$ cat src/rtl/mem_arb_pkg.sv
// Shared types and constants for the two-port unified-memory arbiter.
package mem_arb_pkg;

    typedef enum logic [1:0] {
        IDLE  = 2'd0,
        ISSUE = 2'd1,
        WAIT  = 2'd2,
        RESP  = 2'd3
    } arb_state_e;

    localparam int NUM_PORTS  = 2;
    localparam int PORT_FETCH = 0;
    localparam int PORT_DATA  = 1;
    localparam int CNT_W      = 4;

    function automatic logic [NUM_PORTS-1:0] port_onehot(input logic idx);
        return idx ? 2'b10 : 2'b01;
    endfunction

endpackage

$ cat src/rtl/rr_arb2.sv
// Combinational two-way round-robin: on a tie the port that did not win last time is granted.
module rr_arb2
    import mem_arb_pkg::*;
(
    input  logic [NUM_PORTS-1:0] valid,
    input  logic                 rr_last,
    output logic [NUM_PORTS-1:0] gnt,
    output logic                 gnt_idx
);

    always_comb begin
        gnt     = '0;
        gnt_idx = 1'b0;
        case (valid)
            2'b01: gnt = 2'b01;
            2'b10: begin
                gnt     = 2'b10;
                gnt_idx = 1'b1;
            end
            2'b11: begin
                gnt_idx = ~rr_last;
                gnt     = port_onehot(~rr_last);
            end
            default: ;
        endcase
    end

endmodule

$ cat src/rtl/mem_port_arbiter.sv
// Arbitrates fetch/data requests onto a single fixed-latency memory port,
// one transaction in flight, one response pulse per accepted request.
module mem_port_arbiter
    import mem_arb_pkg::*;
#(
    parameter int ADDR_W      = 32,
    parameter int DATA_W      = 32,
    parameter int MEM_LATENCY = 1
) (
    input  logic                                  clk,
    input  logic                                  resetn,
    input  logic [NUM_PORTS-1:0]                  req_valid,
    output logic [NUM_PORTS-1:0]                  req_ready,
    input  logic [NUM_PORTS-1:0]                  req_we,
    input  logic [NUM_PORTS-1:0][ADDR_W-1:0]      req_addr,
    input  logic [NUM_PORTS-1:0][DATA_W-1:0]      req_wdata,
    input  logic [NUM_PORTS-1:0][DATA_W/8-1:0]    req_wstrb,
    output logic [NUM_PORTS-1:0]                  rsp_valid,
    output logic [DATA_W-1:0]                     rsp_rdata,
    output logic                                  mem_en,
    output logic                                  mem_we,
    output logic [ADDR_W-1:0]                     mem_addr,
    output logic [DATA_W-1:0]                     mem_wdata,
    output logic [DATA_W/8-1:0]                   mem_wstrb,
    input  logic [DATA_W-1:0]                     mem_rdata
);

    if (MEM_LATENCY < 1 || MEM_LATENCY > 15) begin : g_bad_latency
        $error("mem_port_arbiter: MEM_LATENCY=%0d outside 1..15", MEM_LATENCY);
    end

    localparam logic [CNT_W-1:0] CNT_INIT = CNT_W'(MEM_LATENCY - 1);

    arb_state_e             state_q,     state_d;
    logic                   rr_last_q,   rr_last_d;
    logic                   owner_q,     owner_d;
    logic                   we_q,        we_d;
    logic [CNT_W-1:0]       cnt_q,       cnt_d;
    logic                   mem_en_q,    mem_en_d;
    logic                   mem_we_q,    mem_we_d;
    logic [ADDR_W-1:0]      mem_addr_q,  mem_addr_d;
    logic [DATA_W-1:0]      mem_wdata_q, mem_wdata_d;
    logic [DATA_W/8-1:0]    mem_wstrb_q, mem_wstrb_d;
    logic [NUM_PORTS-1:0]   rsp_valid_q, rsp_valid_d;

    logic [NUM_PORTS-1:0]   gnt;
    logic                   gnt_idx;

    rr_arb2 u_arb (
        .valid   (req_valid),
        .rr_last (rr_last_q),
        .gnt     (gnt),
        .gnt_idx (gnt_idx)
    );

    always_comb begin
        state_d     = state_q;
        rr_last_d   = rr_last_q;
        owner_d     = owner_q;
        we_d        = we_q;
        cnt_d       = cnt_q;
        mem_en_d    = 1'b0;
        mem_we_d    = 1'b0;
        mem_addr_d  = mem_addr_q;
        mem_wdata_d = mem_wdata_q;
        mem_wstrb_d = mem_wstrb_q;
        rsp_valid_d = '0;
        req_ready   = '0;

        case (state_q)
            IDLE: begin
                req_ready = gnt;
                if (|gnt) begin
                    // The mem_* registers double as the request latch.
                    owner_d     = gnt_idx;
                    rr_last_d   = gnt_idx;
                    we_d        = req_we[gnt_idx];
                    mem_en_d    = 1'b1;
                    mem_we_d    = req_we[gnt_idx];
                    mem_addr_d  = req_addr[gnt_idx];
                    mem_wdata_d = req_wdata[gnt_idx];
                    mem_wstrb_d = req_wstrb[gnt_idx];
                    state_d     = ISSUE;
                end
            end
            ISSUE: begin
                cnt_d = CNT_INIT;
                if (MEM_LATENCY == 1) begin
                    state_d     = RESP;
                    rsp_valid_d = port_onehot(owner_q);
                end else begin
                    state_d = WAIT;
                end
            end
            WAIT: begin
                // Leaving on cnt==1 lands RESP exactly MEM_LATENCY cycles after ISSUE.
                if (cnt_q == CNT_W'(1)) begin
                    state_d     = RESP;
                    rsp_valid_d = port_onehot(owner_q);
                end else begin
                    cnt_d = cnt_q - CNT_W'(1);
                end
            end
            RESP: state_d = IDLE;
            default: state_d = IDLE;
        endcase
    end

    always_ff @(posedge clk or negedge resetn) begin
        if (!resetn) begin
            state_q     <= IDLE;
            rr_last_q   <= 1'b1;
            owner_q     <= 1'b0;
            we_q        <= 1'b0;
            cnt_q       <= '0;
            mem_en_q    <= 1'b0;
            mem_we_q    <= 1'b0;
            mem_addr_q  <= '0;
            mem_wdata_q <= '0;
            mem_wstrb_q <= '0;
            rsp_valid_q <= '0;
        end else begin
            state_q     <= state_d;
            rr_last_q   <= rr_last_d;
            owner_q     <= owner_d;
            we_q        <= we_d;
            cnt_q       <= cnt_d;
            mem_en_q    <= mem_en_d;
            mem_we_q    <= mem_we_d;
            mem_addr_q  <= mem_addr_d;
            mem_wdata_q <= mem_wdata_d;
            mem_wstrb_q <= mem_wstrb_d;
            rsp_valid_q <= rsp_valid_d;
        end
    end

    assign mem_en    = mem_en_q;
    assign mem_we    = mem_we_q;
    assign mem_addr  = mem_addr_q;
    assign mem_wdata = mem_wdata_q;
    assign mem_wstrb = mem_wstrb_q;
    assign rsp_valid = rsp_valid_q;
    // Read data arrives in the RESP cycle itself, so it is passed through, not registered.
    assign rsp_rdata = (|rsp_valid_q && !we_q) ? mem_rdata : '0;

endmodule
$ cat config.mk
export PLATFORM = sky130hd
export DESIGN_NAME = mem_port_arbiter
export DESIGN_NICKNAME = d
export VERILOG_FILES = /design/src/rtl/mem_arb_pkg.sv /design/src/rtl/rr_arb2.sv /design/src/rtl/mem_port_arbiter.sv
export SDC_FILE = /design/constraint.sdc
export NUM_CORES = 1
export LEC_CHECK = 0
export BUFFER_PORTS_ARGS = -buffer_cell sky130_fd_sc_hd__buf_2
export CAP_MARGIN = 20
export CORE_AREA = 2 2 109 111
export CTS_BUF_LIST = sky130_fd_sc_hd__clkbuf_8
export DETAILED_ROUTE_END_ITERATION = 8
export DIE_AREA = 0 0 111 113
export PLACE_DENSITY = 0.81
export SLEW_MARGIN = 20
export SYNTH_ARGS = -nofsm -noshare
export SYNTH_HDL_FRONTEND = slang
export SYNTH_HIERARCHICAL = 1
export SYNTH_SLANG_ARGS = --single-unit
export TNS_END_PERCENT = 5
$ cat constraint.sdc
create_clock -name clk -period 2.3 [get_ports clk]
set_input_delay 0.23 -clock clk [delete_from_list [all_inputs] [get_ports clk]]
set_output_delay 0.23 -clock clk [all_outputs]
set_load 0.02 [all_outputs]
==> results.py <==
metrics = {
    "timing": {
        "clock.fmax_mhz": 539,
        "finalCriticalPeriod_ns": 1.86,
        "timing_hold_violations_final": 0,
        "finClkSkew_ns": 0.00824,
        "tns_ns": 0,
        "drv_slew": 0,
        "relSlewSlack": 0.651,
        "rsz0062_at_grt": "false",
        "setup_viol": 0,
        "post-route-period-util": 0.807,
        "worst_pin_slew_ns": 0.524,
    },
    "place": {
        "gp_congestion": 0.814,
        "port_buffers": 279,
        "postPlaceCellArea_sq_mm": 0.00554,
        "dp_hpwl_mm": 8.03,
    },
    "drt": {
        "final_antenna_net_count": 0,
        "vias": 3659,
        "wl_mm": 10.2,
        "routedWlPerCell_microns": 12.5,
        "drt_iter0_markers": 165,
        "vias_per_cell": 4.50,
        "drt_pass1_iterations": 4,
        "drc": 0,
    },
    "floorplanning": {
        "fp.dieArea_sq_mm": 0.0125,
        "start_util": 0.354,
        "core-area_sq_mm": 0.0113,
        "io_pins": 280,
        "die-height_microns": 113,
        "num_rows": 39,
        "chipWidth_microns": 111,
    },
    "worst_hold_path": {
        "holdPathEnd": "mem_addr[29]$_DFFE_PN0P_",
        "hp-start": "req_addr[29]",
        "hp-class": "in -> reg",
        "whs_path_depth": 3,
    },
    "power_and_ir_drop": {
        "vdd_drop_max_mv": 0.569,
        "switchingPower_mw": 2.88,
        "clock_power_share": 0.157,
        "pwr-share-comb": 0.484,
        "power.leakage_nw": 3.32,
        "p_int_mw": 3.88,
        "total_power_mw": 6.75,
        "sw_frac_of_total": 0.426,
        "power_density_mw_per_mm2": 1170,
        "p_seq_frac": 0.359,
    },
    "run_status": {
        "status": "finished clean",
    },
    "setup_path": {
        "rr_startpoint": "rr_last_q$_DFFE_PN1P_",
        "path_max_fanout": 4,
        "r2r_cells": 5,
        "critPathSlowestCell": "dfstp_2",
        "r2r-end": "we_q$_DFFE_PN0P_",
        "max_stage_delay_ns": 0.58,
        "critPathArrivalTime_ns": 1.63,
        "crit_chain": "inv_1, a21boi_1, and2_1, buf_2",
        "path_class": "reg -> out",
        "r2r_setup_slack_ns": 0.53,
        "critPathCaptureType": "primary output",
        "start_kind": "flip-flop",
        "worstPathRequired_ns": 2.07,
    },
    "global_routing": {
        "grtUsageTotal": 0.159,
        "grt_pass1_wl_mm": 16.3,
        "grt_pass1_vias": 3441,
        "grt_overflow": 0,
        "grt_max_degree": 142,
        "antenna_found_initial": 0,
    },
    "layout": {
        "final_area_sq_mm": 0.00576,
        "fin_nets": 846,
        "drive_gt1_frac": 0.456,
        "antenna_cells": 0,
        "syn2layout_area_growth_pct": 44.3,
        "post-route-util": 0.511,
    },
    "logic_synthesis": {
        "ys_ff_latch": 81,
        "syn_nets": 576,
        "ys_seq_area_frac": 0.508,
        "synth_area_sq_mm": 0.00399,
        "ys.flop_type": "dfrtp_1",
        "synth_edf_count": 0,
        "yosysWarnings": 6,
        "async_flop_share": 1.00,
        "synth_cells": 396,
        "avgSynthCellArea_sq_um": 10.1,
        "synth_cell_types": 27,
    },
    "clocking": {
        "post_cts_buffers": 0,
        "clk_pin_slew_ns": 0.08,
        "cts-htree-levels": 3,
        "cts_resized": 0,
        "clock_latency_ns": 0.34,
        "cts_buffer_depth": 2,
        "clockRootBuffer": "clkbuf_8",
        "cts_sinks": 81,
        "postCtsHoldBufs": 1,
        "cts_tree": "done",
        "cts_made_buffers": 9,
    },
    "run": {
        "cap_viol_max_count": 0,
    },
}
[final cells by class]
cell class / instances / area (sq um)
clock buffers: 12 / 165
clock inverters: 4 / 42.5
fillers: 1067 / 5510
inverters: 6 / 22.5
multi-input cells: 283 / 1840
flip-flops and latches: 81 / 2030
well taps: 143 / 179
repair buffers: 285 / 1480
[cells in the final DEF, fill, tap and decap left out]
cell,Yosys,routed
mux2i_1,72,72
nand3_1,1,1
a21boi_4,0,1
nor3b_1,1,1
ha_1,6,6
a22oi_4,1,1
a21boi_1,1,1
nand2_1,77,77
dlygate4sd3_1,0,1
buf_4,2,3
buf_2,14,278
bufinv_16,0,1
dfrtp_1,80,80
nor2b_1,1,1
mux2_4,1,1
a21boi_0,2,1
clkbuf_8,0,12
dfstp_2,1,1
o31a_2,1,1
buf_12,0,3
and2_1,34,34
nor2_1,7,7
clkinv_2,0,1
o21ai_0,72,72
a31oi_1,1,1
or3b_4,1,1
or4_2,1,1
inv_1,6,8
o21ai_4,0,1
nand2b_1,1,1
a21o_1,1,1
[sequential cells by signal, indices dropped and copies added (netlist names)]
name	count
mem_addr	32
mem_wdata	32
cnt_q	4
mem_wstrb	4
rsp_valid	2
state_q	2
mem_en	1
mem_we	1
owner_q	1
rr_last_q	1
we_q	1
[power groups by stage]
stage	combinational, mW	clock [mW]	sequential [mW]
after floorplan	1.43	0	3.14
after global placement	3.25	0	2.43
after detailed placement	3.33	0	2.45
after CTS	3.32	1.10	2.43
after global routing	3.59	1.17	2.52
final	3.27	1.06	2.42
[worst max-delay path by stage]
stage,startpoint,endpoint,slack (ns),cells past startpoint
detailed placement,rr_last_q$_DFFE_PN1P_,we_q$_DFFE_PN0P_,0.53,5
global placement,rr_last_q$_DFFE_PN1P_,we_q$_DFFE_PN0P_,0.57,5
floorplan,cnt_q[1]$_DFFE_PN0P_,state_q[1]$_DFFE_PN0P_,0.67,5
global route,rr_last_q$_DFFE_PN1P_,req_ready[0],0.33,4
finish,rr_last_q$_DFFE_PN1P_,req_ready[0],0.44,4
CTS,rr_last_q$_DFFE_PN1P_,req_ready[0],0.41,4
[worst max-delay path: cells and delay by family, from the launching register on]
kind	cells	cell delay, ns
buffers and inverters	2	0.21
and+or+nand+nor	1	0.18
AOI/OAI and AO/OA	1	0.32
DFF	1	0.58
[kinds of logic after synthesis]
logic type | count (synthesis) | share of synthesized area
AND/OR/NAND/NOR | 124 | 0.144
flip-flops | 81 | 0.508
AO/OA/AOI/OAI | 80 | 0.108
multiplexers | 73 | 0.184
buffers and inverters | 32 | 0.0367
adder cells (fa/ha/maj) | 6 | 0.0188
[per-stage QoR]
step                setup WS, ns  hold WS (ns)  instances
CTS                        0.412         0.149        814
global route               0.329         0.162        814
global placement           0.566         0.219        797
detailed placement         0.530         0.215        797
floorplan                  0.672       -0.0656        396
finish                     0.445         0.171        814
[per-layer routing]
metal	global-route usage	vias up	wire, microns
met5	0	-	0
met4	0.0425	0	103
met3	0.0471	9	838
met2	0.284	166	5080
met1	0.188	1613	4160
li1	-	1871	-
[cell usage after synthesis, types with 2 or more instances]
cell	n	share of area
and2_1	34	0.053
nand2_1	77	0.072
ha_1	6	0.019
mux2i_1	72	0.18
nor2_1	7	0.0066
clkbuf_1	9	0.0085
buf_4	2	0.0038
inv_1	6	0.0056
buf_2	14	0.018
dfrtp_1	80	0.50
o21ai_0	72	0.090
a21boi_0	2	0.0038
(Power assumes the default switching activity.)
